### src/rtl/fifo_ctrl.sv
// fifo_ctrl -- pointer and flag controller for the fifo_core storage array.
//
// Gates push/pop requests against full/empty, drives the core write/read
// enables and addresses, and reports occupancy and threshold status. The core
// read is combinational at rd_ptr, so head data is valid whenever empty is 0.
//
// Optional feature macro: FIFO_CTRL_ERR_EN
//   defined   -> sticky overflow/underflow flags, cleared by err_clr
//   undefined -> overflow/underflow tied to 0, err_clr ignored
//
// Ports:
//   clk, rst                clock (rising edge), async active-low reset
//   wr_req, rd_req          push / pop requests
//   flush                   sync clear of pointers and count (beats requests)
//   err_clr                 sync clear of sticky error flags
//   wr_en, rd_en            accepted push / pop, to the core
//   wr_ptr, rd_ptr          core write / head address
//   full, empty             status decoded from registered pointers
//   almost_full/empty       count >= AF_LEVEL / count <= AE_LEVEL
//   count                   occupancy 0..DEPTH
//   overflow, underflow     sticky error flags
module fifo_ctrl #(
    parameter int ADDR_WIDTH = 4,
    parameter int AF_LEVEL   = 12,
    parameter int AE_LEVEL   = 2
) (
    input  logic                  clk,
    input  logic                  rst,
    input  logic                  wr_req,
    input  logic                  rd_req,
    input  logic                  flush,
    input  logic                  err_clr,
    output logic                  wr_en,
    output logic                  rd_en,
    output logic [ADDR_WIDTH-1:0] wr_ptr,
    output logic [ADDR_WIDTH-1:0] rd_ptr,
    output logic                  full,
    output logic                  empty,
    output logic                  almost_full,
    output logic                  almost_empty,
    output logic [ADDR_WIDTH:0]   count,
    output logic                  overflow,
    output logic                  underflow
);

    localparam logic [ADDR_WIDTH:0] PTR_ONE = {{ADDR_WIDTH{1'b0}}, 1'b1};
    localparam logic [ADDR_WIDTH:0] AF_LVL  = AF_LEVEL[ADDR_WIDTH:0];
    localparam logic [ADDR_WIDTH:0] AE_LVL  = AE_LEVEL[ADDR_WIDTH:0];

    // Pointers carry one extra wrap bit so full and empty are distinguishable.
    logic [ADDR_WIDTH:0] wr_ptr_q, wr_ptr_d;
    logic [ADDR_WIDTH:0] rd_ptr_q, rd_ptr_d;
    logic [ADDR_WIDTH:0] count_q,  count_d;

    assign empty = (wr_ptr_q == rd_ptr_q);
    assign full  = (wr_ptr_q[ADDR_WIDTH-1:0] == rd_ptr_q[ADDR_WIDTH-1:0]) &&
                   (wr_ptr_q[ADDR_WIDTH] != rd_ptr_q[ADDR_WIDTH]);

    // Enables are also held low while reset is asserted so the core sees no
    // writes or pops during reset, matching the reset-state of the outputs.
    assign wr_en = rst & wr_req & ~full  & ~flush;
    assign rd_en = rst & rd_req & ~empty & ~flush;

    assign wr_ptr       = wr_ptr_q[ADDR_WIDTH-1:0];
    assign rd_ptr       = rd_ptr_q[ADDR_WIDTH-1:0];
    assign count        = count_q;
    assign almost_full  = (count_q >= AF_LVL);
    assign almost_empty = (count_q <= AE_LVL);

    always_comb begin
        wr_ptr_d = wr_ptr_q;
        rd_ptr_d = rd_ptr_q;
        count_d  = count_q;
        if (flush) begin
            wr_ptr_d = '0;
            rd_ptr_d = '0;
            count_d  = '0;
        end else begin
            if (wr_en) wr_ptr_d = wr_ptr_q + PTR_ONE;
            if (rd_en) rd_ptr_d = rd_ptr_q + PTR_ONE;
            // Simultaneous push and pop leave the count unchanged.
            case ({wr_en, rd_en})
                2'b10:   count_d = count_q + PTR_ONE;
                2'b01:   count_d = count_q - PTR_ONE;
                default: count_d = count_q;
            endcase
        end
    end

    always_ff @(posedge clk or negedge rst) begin
        if (!rst) begin
            wr_ptr_q <= '0;
            rd_ptr_q <= '0;
            count_q  <= '0;
        end else begin
            wr_ptr_q <= wr_ptr_d;
            rd_ptr_q <= rd_ptr_d;
            count_q  <= count_d;
        end
    end

`ifdef FIFO_CTRL_ERR_EN
    logic overflow_q,  overflow_d;
    logic underflow_q, underflow_d;

    // Clear first, then set, so a set in the same cycle wins.
    always_comb begin
        overflow_d  = overflow_q;
        underflow_d = underflow_q;
        if (err_clr) begin
            overflow_d  = 1'b0;
            underflow_d = 1'b0;
        end
        if (wr_req & full  & ~flush) overflow_d  = 1'b1;
        if (rd_req & empty & ~flush) underflow_d = 1'b1;
    end

    always_ff @(posedge clk or negedge rst) begin
        if (!rst) begin
            overflow_q  <= 1'b0;
            underflow_q <= 1'b0;
        end else begin
            overflow_q  <= overflow_d;
            underflow_q <= underflow_d;
        end
    end

    assign overflow  = overflow_q;
    assign underflow = underflow_q;
`else
    logic unused_err_clr;
    assign unused_err_clr = err_clr;
    assign overflow       = 1'b0;
    assign underflow      = 1'b0;
`endif

endmodule

### config.mk
export PLATFORM = sky130hd
export DESIGN_NAME = fifo_ctrl
export DESIGN_NICKNAME = d
export VERILOG_FILES = /design/src/rtl/fifo_ctrl.sv
export SDC_FILE = /design/constraint.sdc
export NUM_CORES = 1
export LEC_CHECK = 0
export CORE_UTILIZATION = 34
export DETAILED_ROUTE_END_ITERATION = 7
export PLACE_DENSITY = 0.64
export SLEW_MARGIN = 10
export SYNTH_ARGS = -nofsm -noshare
export SYNTH_HDL_FRONTEND = slang
export SYNTH_SLANG_ARGS = --single-unit
### constraint.sdc
create_clock -name clk -period 3.65 [get_ports clk]
set_input_delay 0.73 -clock clk [delete_from_list [all_inputs] [get_ports clk]]
set_output_delay 0.73 -clock clk [all_outputs]
set_load 0.01 [all_outputs]
# After elaboration in Yosys (flattened, before gate mapping)
# Index checks and enable logic that the tools add are counted.
# word_totals
regBits	15
input_bits	6
elab_cells	33
# op_classes
addsub	4
magnitude_cmp	2
n_eq_ne	5
n_mux	6
bitwise	9
n_reduce_logical	4
# op_table
op	count
two-way mux 5 bit	5
adder 5 x 1 -> 5 bit (second input constant)	3
one-hot mux 5 bit (2 select lines)	1
bitwise AND 1 bit	6
equality test 5 bit	1
greater-or-equal comparator 5 x 4 -> 1 bit (second input constant)	1
<= comparator 5 x 2 -> 1 bit (second input constant)	1
subtractor 5 x 1 -> 5 bit (second input constant)	1
equality test 4 bit	1
nonzero test 2 bit	2
inverter 1 bit	3
nonzero test 3 bit	1
equality test 2 x 1 -> 1 bit (second input constant)	1
equality test 2 bit (second input constant)	1
logical AND 1 bit	1
!= test 1 bit	1

# Longest topological paths before layout
# Gate-level depths: netlist of the first run.
# logic_depth
word_depth	8
ltp_mapped	12
depth_no_buf	11

# Least setup slack after synthesis of the first run
# Ideal clock, no wire load.
# synth_path
path_type	reg2reg
start	reg wr_ptr_q[0]
end	reg count_q[3], in the netlist count[3]
t_arrival_ns	2.980
t_required_ns	3.567
path_slack_ns	0.587
stages_incl_launch_ff	13
path_buffers	1
cell_sequence	dfrtp_1 -> xor2_1 -> or4_1 -> clkbuf_1 -> and2_0 -> or3_1 -> inv_1 -> ha_1 -> a21o_1 -> a21oi_1 -> xor2_1 -> or4_1 -> o21ai_0
# synth_between
elab_chain_len	8
# synth_lines
item	line_no	rtl
start: declaration	51	logic [ADDR_WIDTH:0] wr_ptr_q, wr_ptr_d;
start signal: assignment	96	wr_ptr_q <= wr_ptr_d;
equality test 4 bit	56	assign full = (wr_ptr_q[ADDR_WIDTH-1:0] == rd_ptr_q[ADDR_WIDTH-1:0]) &&
logical AND 1 bit	56	
inverter 1 bit	61	assign wr_en = rst & wr_req & ~full & ~flush;
bitwise AND 1 bit (2 in a row)	61	
equality test 2 x 1 -> 1 bit / equality test 2 bit (equally long branches)	82	case ({wr_en, rd_en})
one-hot mux 5 bit (2 select lines)	82	
two-way mux 5 bit	74	if (flush) begin
end signal: assignment	98	count_q <= count_d;
end: declaration	53	logic [ADDR_WIDTH:0] count_q, count_d;
# Parallel ways exist; a longest one is shown, timed or not.
# A chain may end at the register's enable or synchronous reset.

# Worst setup path in the final report of the first run
# layout_path
start	reg wr_ptr_q[0]
end	reg count_q[4], in the netlist count[4]
# The elaborated chain is that of the path after synthesis.

==> results.md, run 1 <==
- Primary FF master, synth: dfrtp_1
- Status: completed
- GR Overflow Total: 0
- Core area: 0.00334 mm2
- CP cell instances: xor2_1, or4_1, and2_0, or3_1, inv_1, ha_1, or2_2, o2111ai_1, mux2i_1, a41oi_1, a21oi_1
- Final Util: 43.5%
- Vias in the first global route: 913
- CP startpoint kind: flop
- Pwr dens: 260 mW/mm2
- Final wirelength: 2570 um
- Slew HR: 60.2%
- Initial antenna violation count: 0
- ANT nets after route: 0
- Sink Count: 15
- Post-synthesis sequential area ratio: 31.6%
- H-tree Lvls: 1
- Most common cell after layout, fill and taps aside: clkdlybuf4s50_1
- Clk_lat worst skew: 290 ps
- Final setup fails: 0
- FMAX: 303 MHz
- Post-synth EDFFs: 0
- Non-Filler Instances: 193
- RSZ-0062 raised after global routing: false
- CP max FO: 7
- Starting Density: 35.5%
- Gates resized, CTS repair: 0
- Worst hold path type: flop to flop
- Synthesis-to-layout area growth: 22.4%
- WP data required: 3830 ps
- Setup slack, reg-to-reg: 350 ps
- Post-CTS setup buffers: 0
- Fillers: 347
- Largest net degree at the start of global routing: 21
- DPL Wire Length: 1970 um
- Mean post-synth cell area: 9.27 um2
- Mapped Cells: 128
- Hold Vio Cnt, Final: 0
- Yosys cell types: 38
- Most frequent cells in the layout: clkdlybuf4s50_1, nor2_1, dfrtp_1
- Final Cell Area: 0.00145 mm2
- Post-route setup TNS: 0 ps
- Slowest stage delay, CP: 720 ps
- Yosys warns: 0
- Part of the power in registers: 47.1%
- Tot GR Track Use: 15.2%
- Switching power: 0.000120 W
- Initial drt markers: 53
- Vias per inst: 5.01
- Critical path's slowest cell: or4_1
- Comb pwr share: 25.7%
- Tmin final: 3300 ps
- Root buffer cell: clkbuf_4
- IO Pins: 27
- Layout cells sized above 1: 11.6%
- Max Cap Viol: 0
- Die width: 61.1 um
- Final period util: 90.3%
- CTS tree: done
- Total CTS buffers: 3
- Cell count after placement: 189
- Worst Max-Slew Pin Slew: 592 ps
- CP Class: flop to flop
- Mapped Area: 0.00119 mm2
- Ys async rst share: 100%
- Pre-CTS setup slack: 275 ps
- DRC Markers: 0
- Final setup margin: 354 ps
- Internal power: 0.000258 W
- Max Transition Viols Final: 0
- CP endpoint kind: flop
- Core Rows: 21
- Switching Share: 31.7%
- First-pass GRT wire length: 4240 um
- Clock group share of total power: 27.2%
- Post-DR wirelength/cell: 13.3 um
- GPL Wtd Cong: 0.863
- Nets: 160
- CTS Hold Bufs: 0
- #FFs+latches synth: 15
- Pleak: 0.679 nW
- Clock transition at path regs: 100 ps
- Arr. time, crit path: 3480 ps
- Total iterations of the first detailed-routing run: 4
- PortBufs: 23
- IR Drop Worst-Case VDD: 0.0761 mV
- Post-DP Area: 0.00142 mm2
- # diodes: 0
- Vias: 966
- Clock Skew: 2.17 ps
- Deepest clock path buffer count: 2
- Die area: 0.00373 mm2
- Die height: 61.1 um
==> stage by stage <==
step / power, W / hold slack (ps)
2_1_floorplan: 0.000244 / 434
3_3_place_gp: 0.000276 / 587
3_5_place_dp: 0.000279 / 608
4_1_cts: 0.000383 / 624
5_1_grt: 0.000399 / 661
6_report: 0.000377 / 618
==> power groups by stage <==
| stage | clock network (W) | logic, W | registers (W) |
|---|---|---|---|
| 3_5_place_dp | 0 | 0.0000978 | 0.000181 |
| 2_1_floorplan | 0 | 0.0000633 | 0.000181 |
| 3_3_place_gp | 0 | 0.0000954 | 0.000181 |
| 4_1_cts | 0.000107 | 0.0000979 | 0.000178 |
| 5_1_grt | 0.000114 | 0.000106 | 0.000179 |
| 6_report | 0.000103 | 0.0000970 | 0.000178 |
==> final timing paths <==
path / startpoint / cells after the start / end
max in group asynchronous: rst / 2 / wr_ptr_q[1]
hold / removal: wr_ptr_q[4] / 2 / wr_ptr_q[4]
hold reg to reg: wr_ptr_q[4] / 2 / wr_ptr_q[4]
min in group asynchronous: rst / 2 / count[4]
setup reg to reg: wr_ptr_q[0] / 11 / count[4]
setup / recovery: wr_ptr_q[0] / 11 / count[4]
==> final cells by class <==
| type | instances | area, um2 | share of cell area (%) |
|---|---|---|---|
| repair buffers | 28 | 268 | 18.4 |
| multi-input cells | 96 | 708 | 48.8 |
| well taps | 46 | 57.6 | 3.97 |
| clock inverters | 1 | 5.00 | 0.345 |
| inverters | 4 | 15.0 | 1.03 |
| flip-flops and latches | 15 | 375 | 25.9 |
| clock buffers | 3 | 22.5 | 1.55 |
==> Yosys cell counts, types with 2 or more instances <==
master	count	share of area, %
nand2_1	4	1.3
dfrtp_1	15	32
clkbuf_1	3	0.95
xnor2_1	6	4.4
nand4_1	4	2.1
or2_2	2	1.1
and2_0	2	1.1
o21ai_0	3	1.3
a21o_1	2	1.3
buf_4	10	6.3
xor2_1	10	7.4
mux2i_1	5	4.2
inv_1	4	1.3
or4_1	3	1.9
a21oi_1	7	3.0
ha_1	5	5.3
nor2_1	18	5.7
mux2_2	3	2.8
o211ai_1	3	1.9
==> registers in the layout, summed over array words and instances (netlist names) <==
| signal | flops |
|---|---|
| rd_ptr_q | 5 |
| count | 5 |
| wr_ptr_q | 5 |
==> metal layers <==
layer | up-vias | track usage [%] | wire length (um)
met4 | 0 | 3.90 | 30
met1 | 462 | 21.3 | 1230
met5 | - | 0 | 0
li1 | 477 | - | -
met3 | 5 | 2.10 | 63
met2 | 22 | 24.8 | 1240
==> critical path: cells and delay by family (launching register included) <==
| family | cells | cell delay [ps] |
|---|---|---|
| muxes | 1 | 100 |
| DFF | 1 | 460 |
| buffers and inverters | 1 | 120 |
| and+or+nand+nor | 4 | 1620 |
| AOI/OAI and AO/OA | 3 | 400 |
| xor gates and xnor gates | 1 | 220 |
| adders and majority gates | 1 | 260 |
==> cells by family after synthesis <==
kind of cell,Yosys count,synth area share (%)
DFF,15,31.6
muxes,8,7.07
buffers and inverters,18,8.97
other,1,0.316
adders and majority gates,6,6.96
AOI/OAI and AO/OA,23,14.2
xor gates and xnor gates,16,11.8
and+or+nand+nor,41,19.0
(Power assumes the default switching activity.)
==> inputs of run 2 (changes only) <==
--- a/config.mk
+++ b/config.mk
@@ -7,6 +7,7 @@
 export LEC_CHECK = 0
 export CORE_UTILIZATION = 34
 export DETAILED_ROUTE_END_ITERATION = 7
+export MAX_ROUTING_LAYER = met4
 export PLACE_DENSITY = 0.64
 export SLEW_MARGIN = 10
 export SYNTH_ARGS = -nofsm -noshare
==> results.md, run 2 (synthesis results as in run 1) <==
- RSZ-0062 raised after global routing: false
- Core area: 0.00334 mm2 (unchanged)
- Final wirelength: 2570 um (unchanged)
- FF+latch area: 375 um2 (unchanged)
- Pwr dens: 260 mW/mm2 (about the same)
- CP endpoint kind: flop
- Die area: 0.00373 mm2 (unchanged)
- Vias: 966 (unchanged)
- Die height: 61.1 um (unchanged)
- Tot GR Track Use: 15.7% (+0.49 points)
- First-pass GRT wire length: 4240 um (unchanged)
- CP max FO: 7 (unchanged)
- Clock group share of total power: 27.2% (about the same)
- Arr. time, crit path: 3480 ps (about the same)
- DPL Wire Length: 1970 um (unchanged)
- Max Cap Viol: 0 (unchanged)
- Initial antenna violation count: 0 (unchanged)
- FMAX: 303 MHz (about the same)
- H-tree Lvls: 1 (unchanged)
- Largest net degree at the start of global routing: 21 (unchanged)
- Switching power: 0.000120 W (about the same)
- Gates resized, CTS repair: 0 (unchanged)
- Pleak: 0.679 nW (unchanged)
- Switching Share: 31.7% (about the same)
- WP data required: 3830 ps (about the same)
- Vias in the first global route: 913 (unchanged)
- Post-route setup TNS: 0 ps (unchanged)
- GPL Wtd Cong: 0.877 (+1.6%)
- Final Power: 0.000377 W (about the same)
- Total CTS buffers: 3 (unchanged)
- Total iterations of the first detailed-routing run: 4 (unchanged)
- Worst hold path type: flop to flop
- Initial drt markers: 53 (unchanged)
- IR Drop Worst-Case VDD: 0.0760 mV (about the same)
- Most common cell after layout, fill and taps aside: clkdlybuf4s50_1
- Post-DR wirelength/cell: 13.3 um (unchanged)
- Sink Count: 15 (unchanged)
- Reg2Reg Depth: 11 (unchanged)
- Core Rows: 21 (unchanged)
- Max Transition Viols Final: 0 (unchanged)
- Die width: 61.1 um (unchanged)
- Cell count after placement: 189 (unchanged)
- Clock Skew: 2.01 ps (-0.166 ps)
- Root buffer cell: clkbuf_4
- Hold Vio Cnt, Final: 0 (unchanged)
- Tmin final: 3300 ps (+0.216 ps)
- Most frequent cells in the layout: clkdlybuf4s50_1, nor2_1, dfrtp_1
- Starting Density: 35.5% (unchanged)
- Post-CTS setup buffers: 0 (unchanged)
- Part of the power in registers: 47.1% (about the same)
- CTS Hold Bufs: 0 (unchanged)
- GR Overflow Total: 0 (unchanged)
- Comb pwr share: 25.7% (about the same)
- Vias per inst: 5.01 (unchanged)
- CTS tree: done
- Synthesis-to-layout area growth: 22.4% (unchanged)
- Nets: 160 (unchanged)
- Fillers: 347 (unchanged)
- CP Class: flop to flop
- Status: completed
- Non-Filler Instances: 193 (unchanged)
- Clk_lat worst skew: 290 ps (about the same)
- Deepest clock path buffer count: 2 (unchanged)
- Slew HR: 60.2% (unchanged)
- Area occupied by multi-input gates: 708 um2 (unchanged)
- IO Pins: 27 (unchanged)
- Worst Max-Slew Pin Slew: 592 ps (unchanged)
- Biggest regs: count: 5 flops, rd_ptr_q: 5 flops, wr_ptr_q: 5 flops
- PortBufs: 23 (unchanged)
- Final period util: 90.3% (about the same)
- # diodes: 0 (unchanged)
- Final setup fails: 0 (unchanged)
- DRC Markers: 0 (unchanged)
- Internal power: 0.000258 W (unchanged)
- Clock transition at path regs: 100 ps (about the same)
- Layout cells sized above 1: 11.6% (unchanged)
- CP startpoint kind: flop
- ANT nets after route: 0 (unchanged)
- Hold Path Depth: 2 (unchanged)
[run 2: routing by layer]
layer	GRT usage, %	wire, um	share of wire (%)	vias up
li1	-	-	-	477
met1	21.4	1240	48	462
met2	24.8	1240	48	22
met3	1.89	52	2.0	5
met4	3.90	30	1.2	0
met5	-	0	0	-
[run 2: critical path, cell delays in order (launching register included)]
cell and delay [ps]:
dfrtp_1 460, xor2_1 220, or4_1 720, and2_0 220, or3_1 350, inv_1 120, ha_1 260, or2_2 330
o2111ai_1 110, mux2i_1 100, a41oi_1 200, a21oi_1 90
[run 2: path summary, 6_finish.rpt]
check                                  from           to  slack, ps
worst max-delay path            wr_ptr_q[0]     count[4]        350
worst max register to register  wr_ptr_q[0]     count[4]        350
min in group asynchronous               rst     count[4]        830
max in group asynchronous               rst  wr_ptr_q[1]       2610
worst min register to register  wr_ptr_q[4]  wr_ptr_q[4]        620
worst min-delay path            wr_ptr_q[4]  wr_ptr_q[4]        620
[run 2: layout make-up]
type | instances | area share [%]
multi-input cells | 96 | 48.8
inverters | 4 | 1.03
well taps | 46 | 3.97
repair buffers | 28 | 18.4
clock buffers | 3 | 1.55
flip-flops and latches | 15 | 25.9
clock inverters | 1 | 0.345
[run 2: power groups by stage]
stage / sequential (W) / combinational [W] / clock, W
2_1_floorplan: 0.000181 / 0.0000633 / 0
3_3_place_gp: 0.000181 / 0.0000954 / 0
3_5_place_dp: 0.000181 / 0.0000978 / 0
4_1_cts: 0.000178 / 0.0000979 / 0.000107
5_1_grt: 0.000179 / 0.000106 / 0.000114
6_report: 0.000178 / 0.0000971 / 0.000102
[run 2: stage by stage]
stage / util [%] / setup WS [ps] / hold slack (ps) / cell area [um2]
4_1_cts: 43.5 / 365 / 624 / 1450
6_report: 43.5 / 354 / 618 / 1450
3_3_place_gp: 42.7 / 304 / 587 / 1420
5_1_grt: 43.5 / 165 / 661 / 1450
2_1_floorplan: - / 587 / 434 / 1190
3_5_place_dp: 42.7 / 275 / 608 / 1420
==> inputs of run 3 (changes only) <==
--- a/config.mk
+++ b/config.mk
@@ -5,6 +5,7 @@
 export SDC_FILE = /design/constraint.sdc
 export NUM_CORES = 1
 export LEC_CHECK = 0
+export ABC_CLOCK_PERIOD_IN_PS = 3650
 export CORE_UTILIZATION = 34
 export DETAILED_ROUTE_END_ITERATION = 7
 export MAX_ROUTING_LAYER = met4
==> results of run 3 <==
The final DEF is identical to that of run 2; final timing and power are the same.
